## src/rtl/heart_move_ctrl_if.sv

```systemverilog
// Button, frame-position and movement-command signals between the
// game logic (master) and the heart movement controller (slave).
interface heart_move_ctrl_if;
  logic       btn_up;
  logic       btn_down;
  logic       btn_left;
  logic       btn_right;
  logic       move_en;
  logic [9:0] xx;
  logic [9:0] yy;
  logic [2:0] state;
  logic [7:0] move_cnt;

  modport master (
    output btn_up, btn_down, btn_left, btn_right, move_en, xx, yy,
    input  state, move_cnt
  );

  modport slave (
    input  btn_up, btn_down, btn_left, btn_right, move_en, xx, yy,
    output state, move_cnt
  );
endinterface

```

## src/rtl/heart_move_ctrl.sv

```systemverilog
// Heart movement controller: debounces the four buttons and emits one-cycle
// direction pulses to the sprite stage, paced to the start of vertical blanking.
module heart_move_ctrl #(
  parameter int DEBOUNCE_CYCLES = 250000,
  parameter int STEP_FRAMES     = 2
) (
  input logic              Pclk,
  input logic              rst_n,
  heart_move_ctrl_if.slave io
);
  localparam int          NUM_BTN   = 4;
  localparam logic [19:0] DB_LAST   = 20'(DEBOUNCE_CYCLES - 1);
  localparam logic [3:0]  STEP_LAST = 4'(STEP_FRAMES - 1);

  localparam logic [2:0] CMD_UP    = 3'b000;
  localparam logic [2:0] CMD_DOWN  = 3'b001;
  localparam logic [2:0] CMD_LEFT  = 3'b010;
  localparam logic [2:0] CMD_RIGHT = 3'b011;
  localparam logic [2:0] CMD_IDLE  = 3'b111;

  typedef enum logic [1:0] {IDLE, FIRST, REPEAT} fsm_t;

  logic [NUM_BTN-1:0] btn_raw;
  logic [NUM_BTN-1:0] btn_deb;
  logic               frame_tick;
  logic [3:0]         frame_cnt;
  fsm_t               fsm;
  logic               dir_vld;
  logic [2:0]         dir_code;
  logic               issue;

  // bit order: 0 up, 1 down, 2 left, 3 right
  assign btn_raw = {io.btn_right, io.btn_left, io.btn_down, io.btn_up};

  for (genvar i = 0; i < NUM_BTN; i++) begin : g_db
    logic [1:0]  sync;
    logic [19:0] cnt;
    logic        level;

    always_ff @(posedge Pclk or negedge rst_n) begin
      if (!rst_n) begin
        sync  <= '0;
        cnt   <= '0;
        level <= 1'b0;
      end else begin
        sync <= {sync[0], btn_raw[i]};
        if (sync[1] == level) begin
          cnt <= '0;
        end else if (cnt == DB_LAST) begin
          cnt   <= '0;
          level <= ~level;
        end else begin
          cnt <= cnt + 20'd1;
        end
      end
    end

    assign btn_deb[i] = level;
  end

  // one cycle after the first pixel of line 480 = start of vertical blanking
  always_ff @(posedge Pclk or negedge rst_n) begin
    if (!rst_n) frame_tick <= 1'b0;
    else        frame_tick <= (io.xx == 10'd0) && (io.yy == 10'd480);
  end

  // opposing buttons cancel; vertical wins over horizontal
  always_comb begin
    dir_vld  = 1'b1;
    dir_code = CMD_IDLE;
    if (btn_deb[0] && !btn_deb[1])      dir_code = CMD_UP;
    else if (btn_deb[1] && !btn_deb[0]) dir_code = CMD_DOWN;
    else if (btn_deb[2] && !btn_deb[3]) dir_code = CMD_LEFT;
    else if (btn_deb[3] && !btn_deb[2]) dir_code = CMD_RIGHT;
    else                                dir_vld  = 1'b0;
  end

  always_comb begin
    issue = 1'b0;
    if (io.move_en && frame_tick && dir_vld)
      issue = (fsm == FIRST) || ((fsm == REPEAT) && (frame_cnt == STEP_LAST));
  end

  always_ff @(posedge Pclk or negedge rst_n) begin
    if (!rst_n) begin
      fsm         <= IDLE;
      frame_cnt   <= '0;
      io.state    <= CMD_IDLE;
      io.move_cnt <= '0;
    end else begin
      io.state <= issue ? dir_code : CMD_IDLE;
      if (issue && (io.move_cnt != 8'hFF)) io.move_cnt <= io.move_cnt + 8'd1;

      if (!io.move_en) begin
        fsm       <= IDLE;
        frame_cnt <= '0;
      end else begin
        case (fsm)
          IDLE: if (dir_vld) fsm <= FIRST;
          FIRST: begin
            if (!dir_vld) begin
              fsm <= IDLE;
            end else if (frame_tick) begin
              fsm       <= REPEAT;
              frame_cnt <= '0;
            end
          end
          REPEAT: begin
            if (!dir_vld) begin
              fsm       <= IDLE;
              frame_cnt <= '0;
            end else if (frame_tick) begin
              frame_cnt <= (frame_cnt == STEP_LAST) ? 4'd0 : frame_cnt + 4'd1;
            end
          end
          default: fsm <= IDLE;
        endcase
      end
    end
  end
endmodule
```

## src/flat_wrapper.sv

```systemverilog
// flat-port wrapper written by rule: the top's interface ports become plain ports
module heart_move_ctrl_flat 
#(
  parameter int DEBOUNCE_CYCLES = 250000,
  parameter int STEP_FRAMES     = 2
)
  (Pclk, rst_n, io_btn_up, io_btn_down, io_btn_left, io_btn_right, io_move_en, io_xx, io_yy, io_state, io_move_cnt);
  heart_move_ctrl_if io_i ();
  input logic Pclk;
  input logic rst_n;
  input wire logic [$bits(io_i.btn_up)-1:0] io_btn_up;
  input wire logic [$bits(io_i.btn_down)-1:0] io_btn_down;
  input wire logic [$bits(io_i.btn_left)-1:0] io_btn_left;
  input wire logic [$bits(io_i.btn_right)-1:0] io_btn_right;
  input wire logic [$bits(io_i.move_en)-1:0] io_move_en;
  input wire logic [$bits(io_i.xx)-1:0] io_xx;
  input wire logic [$bits(io_i.yy)-1:0] io_yy;
  output wire logic [$bits(io_i.state)-1:0] io_state;
  output wire logic [$bits(io_i.move_cnt)-1:0] io_move_cnt;
  assign io_i.btn_up = io_btn_up;
  assign io_i.btn_down = io_btn_down;
  assign io_i.btn_left = io_btn_left;
  assign io_i.btn_right = io_btn_right;
  assign io_i.move_en = io_move_en;
  assign io_i.xx = io_xx;
  assign io_i.yy = io_yy;
  assign io_state = io_i.state;
  assign io_move_cnt = io_i.move_cnt;
  heart_move_ctrl #(.DEBOUNCE_CYCLES(DEBOUNCE_CYCLES), .STEP_FRAMES(STEP_FRAMES)) u_core (.Pclk(Pclk), .rst_n(rst_n), .io(io_i));
endmodule
```

## config.mk

```make
export PLATFORM = sky130hd
export DESIGN_NAME = heart_move_ctrl_flat
export DESIGN_NICKNAME = d
export VERILOG_FILES = /design/src/rtl/heart_move_ctrl_if.sv /design/src/rtl/heart_move_ctrl.sv /design/src/flat_wrapper.sv
export SDC_FILE = /design/constraint.sdc
export NUM_CORES = 1
export LEC_CHECK = 0
export ABC_AREA = 1
export CAP_MARGIN = 30
export CORE_ASPECT_RATIO = 1.75
export CORE_UTILIZATION = 60
export DETAILED_ROUTE_END_ITERATION = 10
export DONT_BUFFER_PORTS = 1
export GPL_TIMING_DRIVEN = 0
export MAX_ROUTING_LAYER = met4
export PLACE_DENSITY = 0.76
export SETUP_SLACK_MARGIN = 0.5
export SKIP_CTS_REPAIR_TIMING = 1
export SYNTH_ARGS = -nofsm -noshare
export SYNTH_HDL_FRONTEND = slang
export SYNTH_SLANG_ARGS = --single-unit
```

## constraint.sdc

```tcl
create_clock -name Pclk -period 2.4 [get_ports Pclk]
set_input_delay 0.48 -clock Pclk [delete_from_list [all_inputs] [get_ports Pclk]]
set_output_delay 0.48 -clock Pclk [all_outputs]
set_load 0.01 [all_outputs]
```

# == Yosys cells after proc, flatten, opt, wreduce, memory -nomap -nowiden ==
# Index checks and enable logic that the tools add are counted.
# totals
regBits,110
latchBits,0
ram_bits,0
mem_bits_ro,0
input_bits,27
elab_cells,104
memories,0
# op_classes
n_addsub,6
mul,0
div,0
n_lt_le_gt_ge,0
eq_ne,20
shifts,0
muxes,31
bitwise_logic,8
n_reduce_logical,22
# ops
operator,n
two-way mux 20 bit,8
adder 20 x 1 -> 20 bit (second input constant),4
== test 20 x 18 -> 1 bit (second input constant),4
two-way mux 4 bit,6
two-way mux 3 bit,5
== test 10 x 9 -> 1 bit (second input constant),1
logical NOT 10 bit,1
two-way mux 2 bit,5
logical AND 1 bit,9
inequality test 3 x 2 -> 1 bit (second input constant),3
adder 8 x 1 -> 8 bit (second input constant),1
inequality test 4 x 3 -> 1 bit (second input constant),2
inequality test 8 bit (second input constant),1
inverter 1 bit,8
one-hot mux 4 bit (2 select lines),1
AND reduction 2 bit,4
one-hot mux 2 bit (3 select lines),1
two-way mux 1 bit,5
adder 4 x 1 -> 4 bit (second input constant),1
== test 1 bit,4
== test 4 x 1 -> 1 bit (second input constant),1
logical NOT 1 bit,4
AND reduction 4 bit,1
inequality test 3 x 1 -> 1 bit (second input constant),1
other kinds (6),6

# == Logic depth before layout (Yosys ltp) ==
# Gate-level depths: netlist (run 1).
# depth
word_depth,9
depth_mapped,9
mapped_depth_nobuf,9

# == Worst setup path after synthesis (run 1) ==
# No wires, ideal clock.
# synth_path
path_kind,register -> register
startpoint,register u_core.g_db[3].level
endpoint,register u_core.io.state[1]
setup_time_ps,82
arrival_ps,1414
t_required_ps,2318
setup_slack_ps,905
stages_incl_launch_ff,8
path_buffers,0
period_less_slack_ps,1495
path_cell_list,dfrtp_1 > inv_1 > ha_1 > nand3_2 > nand3_1 > a21oi_4 > inv_2 > or2_1
# synth_between
elab_chain_cells,8
# synth_rtl
item,line,text
from (decl),heart_move_ctrl.sv:38,logic level;
from (signal assigned),heart_move_ctrl.sv:51,level <= ~level;
logical AND 1 bit or logical NOT 1 bit (tied branches),"heart_move_ctrl.sv:74, heart_move_ctrl.sv:73",
two-way mux 1 bit or logical AND 1 bit (tied branches),"heart_move_ctrl.sv:74, heart_move_ctrl.sv:73",
two-way mux 1 bit,heart_move_ctrl.sv:73,else if (btn_deb[2] && !btn_deb[3]) dir_code = CMD_LEFT;
two-way mux 1 bit,heart_move_ctrl.sv:72,else if (btn_deb[1] && !btn_deb[0]) dir_code = CMD_DOWN;
two-way mux 1 bit,heart_move_ctrl.sv:71,if (btn_deb[0] && !btn_deb[1]) dir_code = CMD_UP;
logical AND 1 bit,heart_move_ctrl.sv:80,if (io.move_en && frame_tick && dir_vld)
two-way mux 1 bit,heart_move_ctrl.sv:80,
two-way mux 3 bit *,heart_move_ctrl.sv:91,io.state <= issue ? dir_code : CMD_IDLE;
to (signal assigned),heart_move_ctrl.sv:91,
to (decl),heart_move_ctrl_if.sv:21,"output state, move_cnt"
# Every way passes the cells marked *; elsewhere a longest branch is shown, timed or not.
# A chain may end at the register's enable or synchronous reset.

# == Worst setup path after layout (run 1) ==
# layout_path
startpoint,register u_core.g_db[0].cnt[0]
endpoint,register u_core.g_db[0].cnt[7]
# layout_between
elab_chain_cells,3
# layout_rtl
item,line,text
from (decl),heart_move_ctrl.sv:37,logic [19:0] cnt;
from (signal assigned),heart_move_ctrl.sv:53,cnt <= cnt + 20'd1;
adder 20 x 1 -> 20 bit or == test 20 x 18 -> 1 bit (tied branches),"heart_move_ctrl.sv:53, heart_move_ctrl.sv:49",
two-way mux 20 bit *,heart_move_ctrl.sv:49,end else if (cnt == DB_LAST) begin
two-way mux 20 bit *,heart_move_ctrl.sv:47,if (sync[1] == level) begin
# Marked as above.

==> results of run 1 <==
-- flip-flops by register name (all words and copies together), names as in the netlist --
signal              count
u_core.g_db.level       4
u_core.frame_tick       1
u_core.io.move_cnt      8
u_core.g_db.sync        8
u_core.fsm              2
u_core.frame_cnt        4
u_core.g_db.cnt        80
u_core.io.state         3
-- layout make-up --
type | instances | area (um2)
clock buffers | 10 | 229
inverters | 74 | 278
well taps | 122 | 153
multi-input cells | 569 | 2940
flip-flops and latches | 110 | 2760
clock inverters | 6 | 47.5
fillers | 768 | 3180
-- worst max-delay path, stage by stage (launching register included) --
cell,delay (ns)
dfrtp_1,0.39
ha_1,0.20
nand3_1,0.12
nor2_1,0.18
nand3_1,0.28
nand2_1,0.35
nor2_1,0.09
-- cells in the mapped netlist --
| cell type | count |
|---|---|
| nor2_1 | 168 |
| nand3_2 | 5 |
| inv_2 | 10 |
| nand3b_1 | 3 |
| o21ai_0 | 9 |
| nor2_4 | 9 |
| xor2_2 | 3 |
| o41ai_1 | 1 |
| nor4_1 | 4 |
| or2_1 | 1 |
| nor3b_1 | 5 |
| nand4_1 | 9 |
| nand2_1 | 159 |
| dfrtp_1 | 107 |
| nand2_2 | 11 |
| nand3_1 | 65 |
| a31oi_1 | 2 |
| dfstp_2 | 3 |
| o2111a_1 | 1 |
| nor3_1 | 5 |
| inv_1 | 64 |
| ha_1 | 10 |
| nand3_4 | 1 |
| o21ai_1 | 9 |
| and2_1 | 5 |
| xor2_1 | 26 |
| nor2_2 | 17 |
| xnor2_1 | 20 |
| a21oi_4 | 1 |
| a21oi_1 | 17 |
| nand2_4 | 2 |
| nor2_8 | 1 |
-- placed cells by master, fill, tap and decap left out --
master	Yosys	layout
nand3b_1	3	3
nand4_1	9	9
nand3_2	5	5
nor3_1	5	5
o41ai_1	1	1
dfrtp_1	107	107
xnor2_1	20	20
clkbuf_1	0	1
o21ai_1	9	9
nor2_4	9	9
clkinvlp_4	0	3
nand2_1	159	159
nor4_1	4	4
nand3_4	1	1
inv_1	64	64
a31oi_1	2	2
o21ai_0	9	9
xor2_1	26	26
a21oi_4	1	1
clkinv_4	0	1
clkbuf_16	0	9
xor2_2	3	3
dfstp_2	3	3
inv_2	10	10
nor2_2	17	17
clkinv_2	0	1
and2_1	5	5
nand3_1	65	65
o2111a_1	1	1
nor2_8	1	1
inv_8	0	1
nand2_4	2	2
ha_1	10	10
nor2_1	168	168
nand2_2	11	11
nor3b_1	5	5
a21oi_1	17	17
or2_1	1	1
-- kinds of logic after synthesis --
kind of cell,count (synthesis),share of synthesized area (%)
AO/OA/AOI/OAI,40,3.75
XOR/XNOR,49,7.56
adder cells (fa/ha/maj),10,2.09
buffers and inverters,74,4.65
flip-flops,110,46.1
AND/OR/NAND/NOR,470,35.9
-- power by group --
part           total [W]  switching (W)  internal, W
Combinational  0.0000721      0.0000490    0.0000232
Sequential       0.00190      0.0000201      0.00188
Clock            0.00138       0.000670     0.000711
-- worst paths after layout --
kind / startpoint / end / slack (ns) / depth (start not counted)
max in group asynchronous: rst_n / u_core.io.state[0] / 2.35 / 0
worst min register to register: u_core.g_db[3].sync[0] / u_core.g_db[3].sync[1] / 0.35 / 0
worst max-delay path: u_core.g_db[0].cnt[0] / u_core.g_db[0].cnt[7] / 0.67 / 6
worst min-delay path: rst_n / u_core.g_db[2].cnt[15] / -0.18 / 0
worst max register to register: u_core.g_db[0].cnt[0] / u_core.g_db[0].cnt[7] / 0.67 / 6
min in group Pclk: io_btn_up / u_core.g_db[0].sync[0] / 0.15 / 0
-- stage by stage --
stage | total power (W) | instances | utilization (%) | area [um2] | worst slack [ns]
3_5_place_dp | 0.00201 | 875 | 64.0 | 6130 | 0.689
4_1_cts | 0.00339 | 891 | 66.8 | 6410 | 0.683
6_report | 0.00335 | 891 | 66.8 | 6410 | 0.672
5_1_grt | 0.00348 | 891 | 66.8 | 6410 | 0.553
2_1_floorplan | 0.00198 | 753 | - | 5980 | 0.905
3_3_place_gp | 0.00200 | 875 | 64.0 | 6130 | 0.697
-- routing by layer --
metal  wire [um]  global-route usage, %
met1        4700                   28.0
met3         231                   3.40
met2        6600                   45.6
met5           0                      -
met4         335                   12.6
==> PnR_summary.wiki, run 1 <==
{| class="wikitable"
! Metric !! Value
|-
| Worst hold slack || -0.181 ns
|-
| Register clock-pin slew on the reported worst setup and hold paths || 0.07 ns
|-
| Worst-case headroom to the max-slew limit || 65.0%
|-
| Number of input and output port buffers inserted || 0
|-
| Number of buffers created by CTS || 9
|-
| Count of max-cap constraint violations || 0
|-
| Kind of path behind the tightest hold check || primary input to asynchronous set/reset pin
|-
| Via count || 4800
|-
| Number of search-and-repair iterations in the first detailed-routing pass || 4
|-
| Final weighted congestion in routability-driven placement || 0.899
|-
| Top area cells in the synthesized netlist || dfrtp_1 (45%), nor2_1 (11%), nand2_1 (10%)
|-
| Final nets || 801
|-
| ANT cells || 0
|-
| Number of different library cells in the post-synthesis netlist || 32
|-
| Reported leakage power || 2.65 nW
|-
| Std cell rows || 47
|-
| Peak supply drop || 0.000480 V
|-
| Clock skew after layout || 0.00989 ns
|-
| Core region area || 9590 um2
|-
| Number of top-level pins || 38
|-
| Period minus WS final || 1.73 ns
|-
| Fmax || 579 MHz
|-
| Via count of the first global-routing pass || 4672
|-
| Initial detailed-routing violation count || 300
|-
| Effective utilization at floorplan || 62.4%
|-
| Avg Vias per Cell || 5.39
|-
| Period Utilization, post-route || 72.0%
|-
| Startpoint class of the critical path || flop
|-
| Final Max Tran Viols || 0
|-
| Power density over cell area || 523 nW/um2
|-
| Worst-case clock buffer depth || 2
|-
| Netlist Area Pre-Place || 5980 um2
|-
| Global-route wire length before repair || 20.4 mm
|-
| Seq/Total Area, Yosys || 46.1%
|-
| Final WL || 11.9 mm
|-
| Post-synth top area share || 44.8%
|-
| Aggregate global routing overflow || 0
|-
| Mean post-synth cell area || 7.94 um2
|-
| H-tree Lvls || 3
|-
| Chip height || 134 um
|-
| Required time worst endpoint || 2.62 ns
|-
| Total negative slack || 0 ns
|-
| Latest clock arrival within the worst-skew pair || 0.35 ns
|-
| Number of sinks handled by clock tree synthesis || 110
|-
| Final-report hold violation count || 107
|-
| Share of post-route cells with drive strength above 1 || 10.1%
|-
| Syn_nets || 790
|-
| Residual antenna-violating net count after detailed routing || 0
|-
| Post-synthesis to final-layout area growth || 7.18%
|-
| Worst setup path category || flop to flop
|-
| HPWL after detailed placement || 8.90 mm
|-
| Violations in the final reports || negative hold slack
|-
| Number of storage elements in the synthesis netlist || 110
|-
| Initial antenna violation count || 0
|-
| Master cell of the clock root buffer || clkbuf_16
|-
| CTS tree || yes
|-
| GRT Overall Usage || 25.7%
|-
| Data arrival time of the critical path || 1.95 ns
|-
| Library cell with the largest summed area after synthesis || dfrtp_1
|-
| Synth warnings || 0
|-
| Residual DRC count || 0
|-
| Wire length per cell after detailed routing || 13.3 um
|-
| Worst slew pin tran || 0.524 ns
|-
| Maximum number of pins on one net before global-route repair || 111
|-
| Kind of capture point of the worst setup path || flop
|-
| Area enclosed by the die boundary || 10400 um2
|-
| Unrepaired setup endpoints after global routing || no
|-
| Status || complete, but fails checks
|-
| Setup violations, final || 0
|-
| Critical Path Fanout Max || 7
|-
| Synthesized netlist cell count || 753
|-
| Die W || 77.5 um
|}
Note: power is estimated with default switching activity, not from simulation.
==> run 2, diff against run 1 <==
CORE_UTILIZATION = 58   (was 60)
clock period = 1.5 ns   (was 2.4 ns; I/O delays follow)
==> PnR_summary.wiki, run 2 (same netlist as run 1, synthesis figures left out) <==
{| class="wikitable"
! Metric !! Value
|-
| Status || complete, but fails checks (unchanged)
|-
| Violations in the final reports || negative hold slack, negative setup slack (was negative hold slack)
|-
| Longest individual stage delay on the worst path || 0.46 ns (was 0.39 ns)
|-
| Worst setup path startpoint || u_core.g_db[0].cnt[1] (was u_core.g_db[0].cnt[0])
|-
| Worst setup path category || flop to flop (unchanged)
|-
| Fin cells || 981 (was 891)
|-
| Residual antenna-violating net count after detailed routing || 0 (unchanged)
|-
| Initial antenna violation count || 0 (unchanged)
|-
| Global-route wire length before repair || 20.9 mm (was 20.4 mm)
|-
| Most common library cell in the layout ignoring fill and taps || nand2_1 (was nor2_1)
|-
| Reg2Reg Launch Point || u_core.g_db[0].cnt[1] (was u_core.g_db[0].cnt[0])
|-
| Data arrival time of the critical path || 1.93 ns (was 1.95 ns)
|-
| Max FFs per register || 80 (unchanged)
|-
| Final weighted congestion in routability-driven placement || 0.880 (was 0.899)
|-
| Std cell rows || 48 (was 47)
|-
| Top flop regs || u_core.g_db.cnt (80), u_core.g_db.sync (8), u_core.io.move_cnt (8) (unchanged)
|-
| Critical register-to-register path endpoint || u_core.g_db[0].cnt[16] (was u_core.g_db[0].cnt[7])
|-
| Die W || 78.7 um (was 77.5 um)
|-
| Total negative slack || -1.44 ns (was 0 ns)
|-
| Final-report hold violation count || 110 (was 107)
|-
| Number of top-level pins || 38 (unchanged)
|-
| Required time worst endpoint || 1.74 ns (was 2.62 ns)
|-
| Total Power || 0.00586 W (was 0.00335 W)
|-
| Reg with most FFs || u_core.g_db.cnt (unchanged)
|-
| Critical Path Fanout Max || 3 (was 7)
|-
| Wire length per cell after detailed routing || 19.3 um (was 13.3 um)
|-
| Share of post-route cells with drive strength above 1 || 39.6% (was 10.1%)
|-
| Worst-case headroom to the max-slew limit || 68.2% (was 65.0%)
|-
| Number of search-and-repair iterations in the first detailed-routing pass || 6 (was 4)
|-
| Master cell of the clock root buffer || clkbuf_16 (unchanged)
|-
| Register clock-pin slew on the reported worst setup and hold paths || 0.08 ns (was 0.07 ns)
|-
| GRT Overall Usage || 25.7% (about the same)
|-
| Setup violations, final || 24 (was 0)
|-
| Period minus WS final || 1.68 ns (was 1.73 ns)
|-
| Critical Path Slowest Stage Cell || dfrtp_1 (unchanged)
|-
| Final nets || 888 (was 801)
|-
| Period Utilization, post-route || 112% (was 72.0%)
|-
| Maximum number of pins on one net before global-route repair || 111 (unchanged)
|-
| Worst hold slack || -0.373 ns (was -0.181 ns)
|-
| Pre-CTS setup slack || -0.0739 ns (was 0.689 ns)
|-
| Avg Vias per Cell || 6.07 (was 5.39)
|-
| HPWL after detailed placement || 9.00 mm (was 8.90 mm)
|-
| CTS tree || yes (unchanged)
|-
| Startpoint class of the critical path || flop (unchanged)
|-
| Flop-to-flop setup slack || -0.18 ns (was 0.67 ns)
|-
| Latest clock arrival within the worst-skew pair || 0.37 ns (was 0.35 ns)
|-
| Worst slew pin tran || 0.477 ns (was 0.524 ns)
|-
| Cell-by-cell trace of the critical path || ha_4, nand2_4, nor2_4, nand2_4, nor2_4, nand2_1, nor2_1, nor2_1 (was ha_1, nand3_1, nor2_1, nand3_1, nand2_1, nor2_1)
|-
| Residual DRC count || 0 (unchanged)
|-
| Crit path capture || u_core.g_db[0].cnt[16] (was u_core.g_db[0].cnt[7])
|-
| Commonest non-fill, non-tap cells in the layout || nand2_1 (128), nor2_1 (123), dfrtp_1 (74), inv_1 (60), buf_4 (51) (was nor2_1 (168), nand2_1 (159), dfrtp_1 (107), nand3_1 (65), inv_1 (64))
|-
| Peak supply drop || 0.000593 V (was 0.000480 V)
|-
| ANT cells || 0 (unchanged)
|-
| Initial detailed-routing violation count || 615 (was 300)
|-
| Reported leakage power || 3.35 nW (was 2.65 nW)
|-
| Unrepaired setup endpoints after global routing || yes (was no)
|-
| Area enclosed by the die boundary || 10700 um2 (was 10400 um2)
|-
| Chip height || 136 um (was 134 um)
|-
| Clock skew after layout || 0.0114 ns (was 0.00989 ns)
|-
| H-tree Lvls || 3 (unchanged)
|-
| Number of input and output port buffers inserted || 0 (unchanged)
|-
| Post-synthesis to final-layout area growth || 38.9% (was 7.18%)
|-
| Aggregate global routing overflow || 0 (unchanged)
|-
| Via count of the first global-routing pass || 4806 (was 4672)
|-
| Kind of path behind the tightest hold check || primary input to asynchronous set/reset pin (unchanged)
|-
| Via count || 5958 (was 4800)
|-
| Number of buffers created by CTS || 9 (unchanged)
|-
| Kind of capture point of the worst setup path || flop (unchanged)
|-
| Power density over cell area || 705 nW/um2 (was 523 nW/um2)
|-
| Worst-case clock buffer depth || 2 (unchanged)
|-
| Count of max-cap constraint violations || 0 (unchanged)
|-
| Post-Route Utilization || 83.3% (was 66.8%)
|-
| Placed cell count || 878 (was 875)
|-
| Final critical-path setup slack || -0.185 ns (was 0.672 ns)
|-
| Cell count of the worst reg-to-reg path || 8 (was 6)
|-
| Number of sinks handled by clock tree synthesis || 110 (unchanged)
|-
| Core region area || 9970 um2 (was 9590 um2)
|-
| Final WL || 19.0 mm (was 11.9 mm)
|-
| Fmax || 594 MHz (was 579 MHz)
|-
| Effective utilization at floorplan || 60.0% (was 62.4%)
|-
| Final Max Tran Viols || 0 (unchanged)
|}
[run 2: worst max-delay path: cells and delay by family (launching register included)]
kind,cells,cell delay [ns]
simple gates,7,0.89
flops,1,0.46
fa+ha+maj,1,0.20
[run 2: layer usage]
metal	wire (um)	global-route usage, %	share of wire [%]
met1	6580	27.4	35
met2	10200	45.8	54
met3	1050	3.76	5.5
met4	1130	12.6	5.9
met5	0	-	0
[run 2: through the flow]
step | area (um2) | hold WS [ns]
3_5_place_dp | 6320 | 0.00680
3_3_place_gp | 6320 | 0.00761
5_1_grt | 8300 | -0.388
2_1_floorplan | 6160 | 0.00441
6_report | 8300 | -0.373
4_1_cts | 6620 | -0.371
[run 2: where the power goes]
part | internal [W] | leakage, nW | total, W | switching, W
clock network | 0.00120 | 0.146 | 0.00243 | 0.00122
logic | 0.000179 | 1.76 | 0.000369 | 0.000189
registers | 0.00300 | 1.44 | 0.00306 | 0.0000612
total | 0.00438 | 3.35 | 0.00586 | 0.00147
[run 2: cell type report]
type	instances	area, um2
Multi-Input combinational cell	570	3980
Sequential cell	110	2800
Fill cell	495	1670
Timing Repair Buffer	84	767
Inverter	74	298
Clock buffer	10	239
Tap cell	125	156
Clock inverter	6	56.3
Timing Repair inverter	2	12.5
[run 2: worst min-delay path by stage]
stage	startpoint	end	slack, ns	depth (start not counted)
4_1_cts	rst_n	u_core.g_db[1].cnt[5]	-0.37	0
5_1_grt	rst_n	u_core.g_db[1].cnt[5]	-0.39	0
6_report	rst_n	u_core.g_db[0].level	-0.37	0
2_1_floorplan	rst_n	u_core.frame_cnt[0]	0.004	0
3_3_place_gp	rst_n	u_core.g_db[1].cnt[13]	0.008	0
3_5_place_dp	rst_n	u_core.g_db[1].cnt[8]	0.007	0
